--- config.mk ---
export PLATFORM = sky130hd
export DESIGN_NAME = collatz_seq_ctrl
export DESIGN_NICKNAME = d
export VERILOG_FILES = /design/src/rtl/collatz_seq_ctrl.sv
export SDC_FILE = /design/constraint.sdc
export NUM_CORES = 1
export LEC_CHECK = 0
export CAP_MARGIN = 40
export CORE_MARGIN = 8
export CORE_UTILIZATION = 60
export DETAILED_ROUTE_END_ITERATION = 16
export PLACE_DENSITY = 0.87
export SLEW_MARGIN = 20
export SYNTH_ARGS = -nofsm -noshare
export SYNTH_HDL_FRONTEND = slang
export SYNTH_SLANG_ARGS = --single-unit
--- constraint.sdc ---
create_clock -name clk -period 7.1 [get_ports clk]
set_input_delay 1.065 -clock clk [delete_from_list [all_inputs] [get_ports clk]]
set_output_delay 1.065 -clock clk [all_outputs]
set_load 0.01 [all_outputs]
--- src/rtl/collatz_seq_ctrl.sv ---
// rtl/collatz_seq_ctrl.sv - Collatz sequence walker with step, peak and status reporting
module collatz_seq_ctrl #(
    parameter int VAL_W = 16,
    parameter int CNT_W = 8
) (
    input  logic       clk,
    input  logic       rst_n,
    input  logic       ena,
    input  logic       start,
    input  logic [7:0] seed,
    input  logic [1:0] sel,
    output logic [7:0] dout,
    output logic       busy,
    output logic       done,
    output logic [1:0] status
);

    typedef enum logic [1:0] {
        ST_IDLE = 2'd0,
        ST_RUN  = 2'd1,
        ST_DONE = 2'd2
    } state_t;

    localparam logic [1:0] STAT_OK      = 2'b00;
    localparam logic [1:0] STAT_ZERO    = 2'b01;
    localparam logic [1:0] STAT_OVF     = 2'b10;
    localparam logic [1:0] STAT_TIMEOUT = 2'b11;

    // Width of the peak slice shown on the high byte view
    localparam int HI_W = (VAL_W > 16) ? 8 : ((VAL_W > 8) ? (VAL_W - 8) : 1);

    state_t             state, state_nxt;
    logic [VAL_W-1:0]   value, value_nxt;
    logic [CNT_W-1:0]   step_count, count_nxt;
    logic [VAL_W-1:0]   peak, peak_nxt;
    logic [1:0]         status_q, status_nxt;

    logic [VAL_W-1:0]   seed_ext;
    logic [VAL_W+1:0]   value_wide;
    logic [VAL_W+1:0]   triple;
    logic [VAL_W-1:0]   step_val;
    logic               step_commit;
    logic [7:0]         count_ext;
    logic [7:0]         peak_hi;

    // Zero-extend the 8-bit seed into the working width
    always_comb begin
        seed_ext      = '0;
        seed_ext[7:0] = seed;
    end

    // 3*value+1 with two guard bits so any carry out of VAL_W is visible
    always_comb begin
        value_wide = {2'b00, value};
        triple     = (value_wide << 1) + value_wide + {{(VAL_W+1){1'b0}}, 1'b1};
    end

    // Next-state and datapath decision for one enabled edge
    always_comb begin
        state_nxt   = state;
        value_nxt   = value;
        count_nxt   = step_count;
        peak_nxt    = peak;
        status_nxt  = status_q;
        step_val    = value;
        step_commit = 1'b0;

        case (state)
            ST_IDLE, ST_DONE: begin
                if (start) begin
                    state_nxt  = ST_RUN;
                    value_nxt  = seed_ext;
                    count_nxt  = '0;
                    peak_nxt   = seed_ext;
                    status_nxt = STAT_OK;
                end
            end
            ST_RUN: begin
                if (value == '0) begin
                    state_nxt  = ST_DONE;
                    status_nxt = STAT_ZERO;
                end else if (value == {{(VAL_W-1){1'b0}}, 1'b1}) begin
                    state_nxt  = ST_DONE;
                    status_nxt = STAT_OK;
                end else if (&step_count) begin
                    // Step budget exhausted; checked before the overflow test
                    state_nxt  = ST_DONE;
                    status_nxt = STAT_TIMEOUT;
                end else if (!value[0]) begin
                    step_val    = value >> 1;
                    step_commit = 1'b1;
                end else if (triple[VAL_W+1:VAL_W] != 2'b00) begin
                    state_nxt  = ST_DONE;
                    status_nxt = STAT_OVF;
                end else begin
                    step_val    = triple[VAL_W-1:0];
                    step_commit = 1'b1;
                end

                if (step_commit) begin
                    value_nxt = step_val;
                    count_nxt = step_count + {{(CNT_W-1){1'b0}}, 1'b1};
                    peak_nxt  = (step_val > peak) ? step_val : peak;
                end
            end
            default: begin
                state_nxt = ST_IDLE;
            end
        endcase
    end

    // State register; ena low freezes the whole machine
    always_ff @(posedge clk or negedge rst_n) begin
        if (!rst_n) begin
            state <= ST_IDLE;
        end else if (ena) begin
            state <= state_nxt;
        end
    end

    // Datapath registers follow the same enable as the FSM
    always_ff @(posedge clk or negedge rst_n) begin
        if (!rst_n) begin
            value      <= '0;
            step_count <= '0;
            peak       <= '0;
            status_q   <= STAT_OK;
        end else if (ena) begin
            value      <= value_nxt;
            step_count <= count_nxt;
            peak       <= peak_nxt;
            status_q   <= status_nxt;
        end
    end

    // Status flags decoded straight from the state register
    always_comb begin
        busy   = (state == ST_RUN);
        done   = (state == ST_DONE);
        status = status_q;
    end

    // Step count zero-extended to a byte
    always_comb begin
        count_ext               = '0;
        count_ext[CNT_W-1:0]    = step_count;
    end

    generate
        if (VAL_W > 8) begin : g_peak_hi
            // Peak bits 15:8, truncated for wide values, zero-padded for narrow ones
            always_comb begin
                peak_hi           = '0;
                peak_hi[HI_W-1:0] = peak[8+HI_W-1:8];
            end
        end else begin : g_peak_hi_zero
            // No upper peak byte exists at this width
            always_comb begin
                peak_hi = '0;
            end
        end
    endgenerate

    // Result view multiplexer
    always_comb begin
        dout = 8'h00;
        case (sel)
            2'd0:    dout = count_ext;
            2'd1:    dout = peak[7:0];
            2'd2:    dout = peak_hi;
            default: dout = {busy, done, status_q, 4'b0000};
        endcase
    end

endmodule

After elaboration in Yosys (flattened, before gate mapping). Cells that the tools add are included.

Add/sub/neg operators: 3. Multipliers: 0. Divide/modulo/power cells: 0. Order comparisons: 1. Eq/ne operators: 10. Shifts and indexed selects: 0. Muxes and demuxes: 34. Bitwise logic cells: 0. Reduce and logical (&&, ||, !) cells: 11.

Operators with widths (count): 16-bit 2-to-1 mux (10); 16-bit case mux with 2 select lines (2); 8-bit case mux with 3 select lines (1); 2-bit 2-to-1 mux (10); 17-bit by 16-bit adder with 18-bit output (1); 18-bit by 1-bit adder with 18-bit output (second input constant) (1); 16-bit by 1-bit == test with 1-bit output (second input constant) (1); 16-bit greater-than comparator (1); 16-bit zero test (1); 8-bit 2-to-1 mux (2); 8-bit case mux with 2 select lines (1); 5-bit AND reduction (2); 8-bit by 1-bit adder with 8-bit output (second input constant) (1); 2-bit case mux with 2 select lines (2); 4-bit AND reduction (2); 8-bit AND reduction (1); 1-bit 2-to-1 mux (6); 5-bit by 1-bit != test with 1-bit output (second input constant) (1); 5-bit by 2-bit != test with 1-bit output (second input constant) (1); 2-bit by 1-bit == test with 1-bit output (second input constant) (2); 2-bit == test (second input constant) (2); 2-bit zero test (2); 2-bit by 1-bit != test with 1-bit output (second input constant) (2); 2-bit nonzero test (2); 2 further kinds (2).

Bits in registers: 44. Bits in latches: 0. RAM bits: 0. ROM bits: 0. Bits of input ports: 14. Word-level logic and storage cells: 64. Memories kept: 0.

Depth between registers and ports, before layout.
Depth in word-level cells: 13. Mapped depth: 23. Depth with buffers taken out: 19.

Least setup slack after synthesis. No wires, ideal clock.

Path kind: reg2reg. Start: register value[0]. End: register peak[1]. Arrival time: 4714 ps. Path slack: 2261 ps. Stages on the path, launching flop included: 23. Period minus slack after synthesis: 4839 ps. Cells stage by stage: dfrtp_1 buf_6 inv_1 ha_1 a211oi_2 o211a_1 o21bai_1 and3_4 buf_6 or4_4 a21oi_4 buf_4 a221oi_1 inv_1 ha_1 or3_1 o21ai_0 a21oi_1 a31oi_1 a2bb2oi_1 a311oi_2 o21ai_2 mux2_2.

Longest elaborated chain between the ends: 12. Elaborated cells between the ends (all ways): 24. Those cells by class: add/sub (2); order compare (1); eq/ne (3); mux (15); reduce/logical (3).

RTL lines: start: declaration (RTL line 33) `logic [VAL_W-1:0] value, value_nxt;`; start signal: assignment (RTL line 129) `value <= value_nxt;`; 17-bit by 16-bit adder with 18-bit output (RTL line 55) `triple = (value_wide << 1) + value_wide + {{(VAL_W+1){1'b0}}, 1'b1};`; 18-bit by 1-bit adder with 18-bit output (RTL line 55); 2-bit nonzero test (RTL line 92) `end else if (triple[VAL_W+1:VAL_W] != 2'b00) begin`; 16-bit 2-to-1 mux (RTL line 92); 16-bit 2-to-1 mux (RTL line 89) `end else if (!value[0]) begin`; 16-bit 2-to-1 mux (RTL line 85) `end else if (&step_count) begin`; 16-bit 2-to-1 mux (RTL line 82) `end else if (value == {{(VAL_W-1){1'b0}}, 1'b1}) begin`; 16-bit 2-to-1 mux (RTL line 79) `if (value == '0) begin`; 16-bit 2-to-1 mux (RTL line 68) `case (state)`; 16-bit greater-than comparator / 16-bit 2-to-1 mux (equally long branches) (RTL line 103) `peak_nxt = (step_val > peak) ? step_val : peak;`; 2-bit by 1-bit != test with 1-bit output (no source line) / 16-bit 2-to-1 mux (equally long branches); 5-bit AND reduction (no source line) / 16-bit case mux with 2 select lines (equally long branches); end signal: assignment (RTL line 131) `peak <= peak_nxt;`; end: declaration (RTL line 35) `logic [VAL_W-1:0] peak, peak_nxt;`.

Parallel ways exist; a longest one is shown, timed or not. The select of a mux whose other input is x is not followed. A chain may end at the register's enable or synchronous reset.

Worst setup path in the final report. Same ends and word-level chain as after synthesis.

==> summary.md <==
| Metric | Value |
|---|---|
| Worst hold path depth | 1 |
| HPWL after DPL | 8990 um |
| Drt via density | 7.08 |
| Setup Viol. Count Final | 0 |
| Gr ovfl total | 0 |
| Root Driver | clkbuf_8 |
| Static Leakage | 1.96 nW |
| Max rail drop VDD | 0.000305 V |
| Residual DRC count | 0 |
| YS warnings | 0 |
| Worst hold path type | flop to flop |
| Die Y | 97.3 um |
| Library cells used by synthesis | 69 |
| Post-CTS Hold Buffers | 0 |
| Netlist Area Pre-Place | 3960 um^2 |
| #FFs+latches synth | 44 |
| Core Util, Final | 68.4% |
| Post-CTS resize count | 0 |
| Worst skew pair latency | 0.31 ns |
| Cell count after synthesis | 446 |
| Post-Syn Nets | 505 |
| 1st-iter DRT viols | 458 |
| Setup TNS | 0 ns |
| Multiplexer share of the synthesized area | 5.18% |
| Slew @ Worst Pin | 0.886 ns |
| Worst-path maximum fanout | 13 |
| Outcome | finished clean |
| Post-CTS Setup Bufs | 0 |
| Wire length per cell | 21.4 um |
| Tmin final | 6.07 ns |
| Max Cap Viol | 0 |
| Worst setup SP type | flop |
| Main combinational cell family by area after synthesis | compound AO/OA/AOI/OAI gates |
| Final Skew | 0.00914 ns |
| Max Used Layer | met4 |
| Max clock buf depth | 2 |
| Post-synth top area share | 27.8% |
| Final hold vios | 0 |
| Core area | 6390 um^2 |
| First-pass GRT wire length | 19200 um |
| CTS buffer count | 5 |
| Layout cells sized above 1 | 7.92% |
| ANT nets after route | 0 |
| Total design power | 0.00250 W |
| Hold Startpoint | status[1] |
| Via count | 3852 |
| Clk slew on worst S/H paths | 0.09 ns |
| Final Max Tran Viols | 0 |
| Metal3 WL | 1060 um |
| Post-synth top area cell | dfrtp_1 |
| CP startpoint | value[0] |
| Compound-Gate Fraction of Synth Area | 28.2% |
| WP data arrival | 6.27 ns |
| Reg2reg path depth | 20 |
| Vias in the first global route | 3861 |
| Asr flop ratio synth | 100% |
| Post-synth EDFFs | 0 |
| Nets@finish | 525 |
| Tcrit/Tclk final | 85.5% |
| Rel. slew slack | 40.7% |
| Crit path required time | 7.30 ns |
| Worst setup EP type | flop |
| Row count | 29 |
| CP Class | flop to flop |
| WL met1 | 4710 um |
| Met2 wire length | 5360 um |
| Horiz. Die Dim | 97.3 um |
| Io pins | 26 |
| Synth Flop Type | dfrtp_1 |
| Antenna violations before repair | 0 |
| Area grow syn2layout | 10.2% |
| Synth Area in Adders | 14.4% |
| Die Area | 9460 um^2 |
| Mean area per synthesized cell | 8.88 um^2 |
| Register area share after synthesis | 27.8% |
| WL final | 11600 um |
| TritonCTS sink count | 44 |
| GPL Wtd Cong | 1.02 |
| Max H-tree Level | 2 |
| R2R Setup Slk | 1.03 ns |
| Largest net degree at the start of global routing | 33 |
| Port Buffers | 25 |
| Start of the worst register-to-register path | value[0] |
| Initial DRT Pass Iterations | 7 |
| Diodes inserted | 0 |
| Ranking of synthesized cells by area | dfrtp_1 28%, ha_1 14%, inv_1 3.8%, a21oi_1 3.5%, o21ai_0 3.0% |
| CTS tree | built |
| Pwr Density | 571 nW/um^2 |
| Initial Utilization | 62.0% |
| Synth Area in XOR/XNOR | 2.87% |
| Max Freq | 165 MHz |
| Post-synthesis simple-gate area fraction | 15.4% |
| Unrepaired setup endpoints after global routing | false |
| Gr usage total | 24.4% |
[layout make-up]
cell class | instances | area, um^2
repair buffers | 29 | 288
well taps | 77 | 96.3
fillers | 506 | 2020
inverters | 41 | 154
multi-input cells | 345 | 2620
clock buffers | 5 | 68.8
flip-flops and latches | 44 | 1100
clock inverters | 3 | 42.5
[registers in the layout, summed over array words and instances, names as in the netlist]
register / count
peak: 16
status: 2
state: 2
count_ext: 8
value: 16
[cells by family after synthesis]
logic type / Yosys count
and+or+nand+nor: 120
AOI/OAI and AO/OA: 152
muxes: 15
xor gates and xnor gates: 13
buffers and inverters: 57
adders and majority gates: 45
DFF: 44
[stage by stage]
step,hold WS (ns),instance area [um^2],cells,worst slack (ns)
6_report,0.532,4370,544,1.03
5_1_grt,0.560,4370,544,0.720
4_1_cts,0.537,4370,544,1.20
3_5_place_dp,0.518,4260,536,1.24
3_3_place_gp,0.513,4210,532,1.53
2_1_floorplan,0.472,3960,446,2.26
[metal layers]
| layer | up-vias | global-route usage, % |
|---|---|---|
| li1 | 1725 | - |
| met1 | 1813 | 31.1 |
| met2 | 256 | 39.4 |
| met3 | 58 | 3.77 |
| met4 | 0 | 11.8 |
| met5 | - | 0 |
[layout by cell type (no fill, tap or decap), drive strengths merged, types with 3 or more instances in the layout]
cell           instances
a211o                  3
a211oi                14
a21boi                 3
a21o                   6
a21oi                 30
a221oi                 9
a22o                  11
a22oi                  5
a31oi                  3
and3                   4
buf                    5
clkbuf                 5
clkdlybuf4s50         24
dfrtp                 44
ha                    44
inv                   40
mux2                   4
mux2i                  7
mux4                   4
nand2                 32
nand2b                 3
nand3                 11
nand4                 10
nor2                  26
nor2b                  5
nor3                   9
nor4                   4
o211ai                 8
o21a                   4
o21ai                 27
o2bb2ai                3
o31ai                  6
o41ai                  3
or3                    8
xnor2                  8
xor2                   5
[synth_stat cells, types with 4 or more instances]
cell type	number
dfrtp_1	44
ha_1	44
inv_1	40
nand2_1	32
a21oi_1	28
nor2_1	25
o21ai_0	24
a211oi_1	12
a22o_1	11
nand3_1	11
nand4_1	10
clkbuf_1	9
a221oi_1	8
o211ai_1	8
or3_1	8
xnor2_1	8
mux2i_1	7
nor3_1	7
a21o_1	6
a22oi_1	5
nor2b_1	5
o31ai_1	5
xor2_1	5
mux4_2	4
nor4_1	4
o21a_1	4
[final timing paths]
check	end
worst min-delay path	status[1]
max in group asynchronous	peak[4]
worst min register to register	status[1]
worst max-delay path	peak[1]
worst max register to register	peak[1]
min in group asynchronous	value[6]
[power breakdown]
group          switching [W]  total [W]  internal [W]
clock              0.0000927   0.000197      0.000104
combinational        0.00107    0.00180      0.000730
sequential          0.000140   0.000495      0.000355
total                0.00131    0.00250       0.00119
[critical path: stages (launching register included)]
cell	delay, ns
dfrtp_1	0.64
inv_1	0.23
ha_1	0.35
a211oi_2	0.24
o211a_1	0.22
o21bai_1	0.11
and3_4	0.23
nor4_1	0.44
nor3_2	0.13
buf_4	0.24
a221oi_1	0.52
inv_1	0.09
ha_1	0.30
or3_1	0.37
o21ai_0	0.08
a21oi_1	0.06
a31oi_1	0.20
a2bb2oi_1	0.41
a311oi_2	0.13
o21ai_2	0.56
mux2_2	0.40
Note: power is estimated with default switching activity, not from simulation.
